`src/rtl/posit_mult_pipe.sv`:
```
// rtl/posit_mult_pipe.sv - pipelined posit fraction/scale multiplier core
//
// Multiplies two decoded posit operands (hidden-bit-free fraction, signed
// scale, NaR/zero/sign flags) and returns the normalised product with a
// valid/ready handshake on both sides.
//
// Ports:
//   clk, rst                 clock (rising edge), synchronous active-high reset
//   in_valid / in_ready      operand-pair handshake
//   fraction_i1/2            FRAC_W-bit fractions, hidden bit excluded
//   scale_i1/2               SCALE_W-bit signed scales
//   NaR_i1/2, zero_i1/2, sign_i1/2   operand flags
//   out_valid / out_ready    result handshake
//   fraction_o               2*FRAC_W+1-bit normalised fraction, hidden bit excluded
//   scale_o                  SCALE_W+1-bit signed product scale
//   NaR_o, zero_o, sign_o    result flags
//
// Build option: define POSIT_MULT_OUT_REG_EN to add a second register stage
// (S2) on the output; latency becomes 2, throughput stays 1 result/cycle.

module posit_mult_pipe #(
  parameter int FRAC_W  = 4,
  parameter int SCALE_W = 6
) (
  input  logic                 clk,
  input  logic                 rst,
  input  logic                 in_valid,
  output logic                 in_ready,
  input  logic [FRAC_W-1:0]    fraction_i1,
  input  logic [FRAC_W-1:0]    fraction_i2,
  input  logic [SCALE_W-1:0]   scale_i1,
  input  logic [SCALE_W-1:0]   scale_i2,
  input  logic                 NaR_i1,
  input  logic                 zero_i1,
  input  logic                 sign_i1,
  input  logic                 NaR_i2,
  input  logic                 zero_i2,
  input  logic                 sign_i2,
  output logic                 out_valid,
  input  logic                 out_ready,
  output logic [2*FRAC_W:0]    fraction_o,
  output logic [SCALE_W:0]     scale_o,
  output logic                 NaR_o,
  output logic                 zero_o,
  output logic                 sign_o
);

  localparam int PW = 2*FRAC_W + 2;   // raw product width
  localparam int FW = 2*FRAC_W + 1;   // output fraction width
  localparam int SW = SCALE_W + 1;    // output scale width
  localparam int RW = FW + SW + 3;    // packed result {NaR, zero, sign, scale, fraction}

  // ---------------------------------------------------------------------
  // Combinational multiply / normalise
  // ---------------------------------------------------------------------
  logic [PW-1:0] prod;
  logic [SW-1:0] scale_sum;
  logic          nar_c;
  logic          zero_c;
  logic          sign_c;
  logic [SW-1:0] scale_c;
  logic [FW-1:0] frac_c;
  logic [RW-1:0] res_c;

  always_comb begin
    prod      = PW'({1'b1, fraction_i1}) * PW'({1'b1, fraction_i2});
    // Sign-extended add; SCALE_W+1 bits always holds the sum plus the
    // normalisation carry, so no saturation is needed.
    scale_sum = {scale_i1[SCALE_W-1], scale_i1} + {scale_i2[SCALE_W-1], scale_i2};
    nar_c     = NaR_i1 | NaR_i2;
    zero_c    = !nar_c && (zero_i1 || zero_i2);
    sign_c    = 1'b0;
    scale_c   = '0;
    frac_c    = '0;
    // Special results carry no payload: NaR and zero force sign/scale/fraction to 0.
    if (!nar_c && !zero_c) begin
      sign_c = sign_i1 ^ sign_i2;
      // The product of two [1,2) mantissas lies in [1,4); a set MSB means
      // it reached [2,4) and the binary point moves one place.
      if (prod[PW-1]) begin
        frac_c  = prod[FW-1:0];
        scale_c = scale_sum + SW'(1);
      end else begin
        frac_c  = {prod[FW-2:0], 1'b0};
        scale_c = scale_sum;
      end
    end
    res_c = {nar_c, zero_c, sign_c, scale_c, frac_c};
  end

  // ---------------------------------------------------------------------
  // Stage S1
  // ---------------------------------------------------------------------
  logic          s1_valid_q, s1_valid_d;
  logic [RW-1:0] s1_data_q,  s1_data_d;
  logic          s1_dn_ready;   // whatever follows S1 can take its content
  logic [RW-1:0] out_data;

  // S1 refills whenever it is empty or its content leaves this cycle; this
  // depends only on registered state and out_ready, never on in_valid.
  assign in_ready = !s1_valid_q || s1_dn_ready;

  always_comb begin
    s1_valid_d = s1_valid_q;
    s1_data_d  = s1_data_q;
    if (in_ready) begin
      s1_valid_d = in_valid;
      if (in_valid) begin
        s1_data_d = res_c;
      end
    end
  end

  always_ff @(posedge clk) begin
    if (rst) begin
      s1_valid_q <= 1'b0;
      s1_data_q  <= '0;
    end else begin
      s1_valid_q <= s1_valid_d;
      s1_data_q  <= s1_data_d;
    end
  end

`ifdef POSIT_MULT_OUT_REG_EN
  // ---------------------------------------------------------------------
  // Optional output stage S2
  // ---------------------------------------------------------------------
  logic          s2_valid_q, s2_valid_d;
  logic [RW-1:0] s2_data_q,  s2_data_d;
  logic          s2_ready;

  assign s2_ready    = !s2_valid_q || out_ready;
  assign s1_dn_ready = s2_ready;

  always_comb begin
    s2_valid_d = s2_valid_q;
    s2_data_d  = s2_data_q;
    if (s2_ready) begin
      s2_valid_d = s1_valid_q;
      if (s1_valid_q) begin
        s2_data_d = s1_data_q;
      end
    end
  end

  always_ff @(posedge clk) begin
    if (rst) begin
      s2_valid_q <= 1'b0;
      s2_data_q  <= '0;
    end else begin
      s2_valid_q <= s2_valid_d;
      s2_data_q  <= s2_data_d;
    end
  end

  assign out_valid = s2_valid_q;
  assign out_data  = s2_data_q;
`else
  assign s1_dn_ready = out_ready;
  assign out_valid   = s1_valid_q;
  assign out_data    = s1_data_q;
`endif

  assign {NaR_o, zero_o, sign_o, scale_o, fraction_o} = out_data;

endmodule

```
`config.mk`:
```
export PLATFORM = sky130hd
export DESIGN_NAME = posit_mult_pipe
export DESIGN_NICKNAME = d
export VERILOG_FILES = /design/src/rtl/posit_mult_pipe.sv
export SDC_FILE = /design/constraint.sdc
export NUM_CORES = 1
export LEC_CHECK = 0
export ABC_CLOCK_PERIOD_IN_PS = 7200
export BUFFER_PORTS_ARGS = -buffer_cell sky130_fd_sc_hd__buf_2
export CORE_MARGIN = 5
export CORE_UTILIZATION = 38
export CTS_BUF_LIST = sky130_fd_sc_hd__clkbuf_4
export DETAILED_ROUTE_END_ITERATION = 12
export PLACE_DENSITY = 0.71
export SLEW_MARGIN = 40
export SYNTH_ARGS = -nofsm -noshare
export SYNTH_HDL_FRONTEND = slang
export SYNTH_SLANG_ARGS = --single-unit
```
`constraint.sdc`:
```
create_clock -name clk -period 7.2 [get_ports clk]
set_input_delay 0 -clock clk [delete_from_list [all_inputs] [get_ports clk]]
set_output_delay 0 -clock clk [all_outputs]
set_load 0.01 [all_outputs]
```
Word level (Yosys, flattened, before mapping)
Cells that the tools add are included.
{"block": "op_classes", "n_reduce_logical": 8, "mux": 5, "multipliers": 1, "n_bitwise": 2, "add_sub_neg": 2}
{"op": "$mux 9", "count": 2}
{"op": "$mux 7", "count": 2}
{"op": "$mul 5x5->10", "count": 1}
{"op": "$add 6x6->7", "count": 1}
{"op": "$add 7x1->7 const B", "count": 1}
{"op": "$logic_not 1->1", "count": 3}
{"op": "$logic_and 1x1->1", "count": 2}
{"op": "$logic_or 1x1->1", "count": 2}
{"op": "$reduce_and 2->1", "count": 1}
{"op": "$mux 1", "count": 1}
{"op": "$or 1x1->1", "count": 1}
{"op": "$xor 1x1->1", "count": 1}
{"block": "totals", "output_inout_bits": 21, "regBits": 20, "word_cells": 20, "input_bits": 30}

Logic depth before layout (Yosys ltp)
{"block": "logic_depth", "depth_word": 6, "mapped_depth": 14, "ltp_nobuf": 13}

Least setup slack after synthesis
No wires, ideal clock.
{"block": "synth_timing", "path_type": "input to register", "startpoint": "in fraction_i1[1]", "endpoint": "reg s1_data_q[14], in the netlist out_data[14]", "cell_stages": 13, "setup_ps": 125, "n_path_buf": 0, "required_time_ps": 7075, "arrival_ps": 3348, "slack_ps": 3727, "path_cell_list": "and2_1 > fa_1 > inv_1 > fa_1 > fa_1 > inv_1 > ha_1 > o211ai_2 > o211a_1 > o211ai_4 > or4_4 > xor2_1 > o21ai_1"}
{"block": "synth_via", "elab_chain_len": 3}
{"item": "start: declaration", "line": "29", "source": "input logic [FRAC_W-1:0] fraction_i1,"}
{"item": "$mul 5x5->10", "line": "66", "source": "prod = PW'({1'b1, fraction_i1}) * PW'({1'b1, fraction_i2});"}
{"item": "$mux 7", "line": "80", "source": "if (prod[PW-1]) begin"}
{"item": "$mux 7", "line": "76", "source": "if (!nar_c && !zero_c) begin"}
{"item": "end signal: assignment", "line": "120", "source": "s1_data_q <= s1_data_d;"}
{"item": "end: declaration", "line": "95", "source": "logic [RW-1:0] s1_data_q, s1_data_d;"}
Every way passes these cells.
A chain may end at the register's enable or synchronous reset.

Worst setup path after layout
{"block": "layout_timing", "startpoint": "in fraction_i2[3]", "endpoint": "reg s1_data_q[14], in the netlist out_data[14]"}
{"block": "layout_via", "elab_chain_len": 3}
{"item": "start: declaration", "line": "30", "source": "input logic [FRAC_W-1:0] fraction_i2,"}
{"item": "$mul 5x5->10", "line": "66"}
{"item": "$mux 7", "line": "80"}
{"item": "$mux 7", "line": "76"}
Every way passes these cells.

==> results.json <==
{
  "outcome": "finished clean",
  "clkLatencyLatePin_ns": 0.30,
  "start_kind": "primary input",
  "fin_nets": 328,
  "synthesis.area_mm2": 0.001852,
  "fin_ws_ns": 3.666,
  "antenna_found_initial": 0,
  "numPlacedInstances": 324,
  "fin_cells": 330,
  "drv_cap": 0,
  "die_w_um": 79.81,
  "cts_tree": "yes",
  "grt_max_degree": 17,
  "mostFrequentLayoutCells": "buf_2 (50), ha_1 (24), nand2_1 (22)",
  "min_period_ns": 3.534,
  "criticalPathCategory": "in -> reg",
  "path_max_fanout": 16,
  "maxSlewHeadroom_pct": 56.40,
  "worst_hold_path_type": "in -> reg",
  "dp_hpwl_um": 3158,
  "fin_crit_sh_pct": 49.08,
  "place_ws_ns": 3.320,
  "routabilityCongestion": 0.8070,
  "required_ns": 7.45,
  "crit_path_end_kind": "flip-flop",
  "syn_area_per_cell_um2": 8.818,
  "cts.path.max_buffers": 2,
  "htree_levels": 1,
  "post-cts-setup-buffers": 0,
  "via_per_inst": 4.727,
  "fmax_mhz": 283.0,
  "overflow": 0,
  "layout_commonest_cell": "buf_2",
  "syn_nets": 274,
  "syn_inst": 210,
  "avgRoutedWirePerCell_um": 11.36,
  "cts-root-buf": "clkbuf_4",
  "cts-resized-gates": 0,
  "vias": 1560,
  "drt-initial-drc-count": 39,
  "die_h_um": 79.81,
  "ant_nets": 0,
  "first_pass_iters": 4,
  "hold_buffers": 2,
  "rsz0062_at_grt": "false",
  "synth_edf_count": 0,
  "dpl-instance-area_mm2": 0.002175,
  "design_area_mm2": 0.002247,
  "finalWirelength_um": 3749,
  "cts_made_buffers": 3,
  "clkTransAtPathRegs_ns": 0.12,
  "setup_violations": 0,
  "portBuffers": 50,
  "synth_seq_cells": 20,
  "die_area_mm2": 0.006369,
  "grt_pass1_vias": 1457,
  "fin_setup_tns_ns": 0,
  "synthFlopType": "dfxtp_1",
  "drive_gt1_share_pct": 23.95,
  "antenna_cells": 0,
  "p_per_area_mw_per_mm2": 180.2,
  "initial_core_util_pct": 39.21,
  "fin_worst_skew_ns": 0.002634,
  "tightest_slew_ns": 0.6540,
  "ioPinCount": 51,
  "grt_use_total_pct": 12.15,
  "coreArea_mm2": 0.004723,
  "grt_pass1_wl_um": 6313,
  "drc": 0,
  "drv_slew": 0,
  "yosysSeqAreaShare_pct": 21.62,
  "power.leakage_uw": 0.001091,
  "vdd_drop_max_uv": 73.03,
  "critPathArrivalTime_ns": 3.78,
  "num_rows": 25,
  "cts.sinks": 20,
  "area_growth_pct": 21.35,
  "yosysWarnings": 0,
  "synthArstFlopShare_pct": 0,
  "synth_cell_types": 40,
  "hold_viol": 0
}
flip-flops by register name, summed over array words and instances, names as in the netlist:
signal and flops:
out_data 19, out_valid 1
final timing paths:
check                                    start      endpoint  slack, ns  cells after the start
worst max-delay path            fraction_i2[3]  out_data[14]       3.67                     14
worst min-delay path                    NaR_i2  out_data[17]       0.02                      4
worst max register to register       out_valid   out_data[9]       5.82                      4
worst min register to register    out_data[15]  out_data[15]       0.47                      2
worst max-delay path, stage by stage:
cell	delay (ns)
buf_2	0.13
and2_1	0.15
fa_1	0.50
inv_1	0.05
fa_1	0.50
fa_1	0.52
inv_1	0.04
ha_1	0.34
o211ai_2	0.23
o211a_1	0.23
o211ai_4	0.23
or4_4	0.58
xor2_1	0.17
o21ai_1	0.11
metal layers:
layer | global-route usage [%] | share of wire [%]
met5 | 0 | 0
met3 | 3.612 | 7.1
met2 | 19.95 | 45
met1 | 16.18 | 47
met4 | 1.520 | 0.29
power by group:
group	internal [µW]	leakage, µW	switching, µW
registers	113	0.000162	1.08
clock network	56.3	0.0000279	35.7
logic	90.0	0.000901	109
cell usage after synthesis, types with 2 or more instances:
master | number | area share (%)
a2111oi_0 | 2 | 0.95
a21o_1 | 2 | 0.81
a21oi_1 | 12 | 3.2
and2_1 | 11 | 3.7
clkbuf_1 | 2 | 0.41
dfxtp_1 | 20 | 22
fa_1 | 10 | 11
ha_1 | 24 | 16
inv_1 | 15 | 3.0
mux2i_1 | 10 | 5.4
nand2_1 | 22 | 4.5
nand2b_1 | 4 | 1.4
nand3_1 | 2 | 0.54
nor2_1 | 16 | 3.2
nor2b_1 | 2 | 0.68
o21ai_0 | 16 | 4.3
o21ai_1 | 2 | 0.54
or3_1 | 2 | 0.68
xnor2_1 | 10 | 4.7
xor2_1 | 6 | 2.8
cell type report:
class	instances	area [µm²]
fill	458	2476
tap	67	83.83
clock inverter	1	30.03
clock buffer	3	22.52
multi-input combinational	172	1384
timing repair buffer	52	270.3
sequential	20	400.4
inverter	15	56.30
through the flow:
step | hold slack [ns] | total power, µW | utilization (%)
3_5_place_dp | 0.2589 | 315.8 | 46.04
4_1_cts | 0.005491 | 409.7 | 47.58
6_report | 0.01657 | 404.9 | 47.58
2_1_floorplan | 0.06907 | 275.0 | -
5_1_grt | 0.007977 | 441.7 | 47.58
3_3_place_gp | 0.2492 | 312.4 | 45.96
cells by family after synthesis:
family / synth area share, %
buffers and inverters: 3.851
DFF: 21.62
xor gates and xnor gates: 7.567
AOI/OAI and AO/OA: 17.84
muxes: 5.406
adders and majority gates: 27.03
and+or+nand+nor: 16.69
Note: power is estimated with default switching activity, not from simulation.
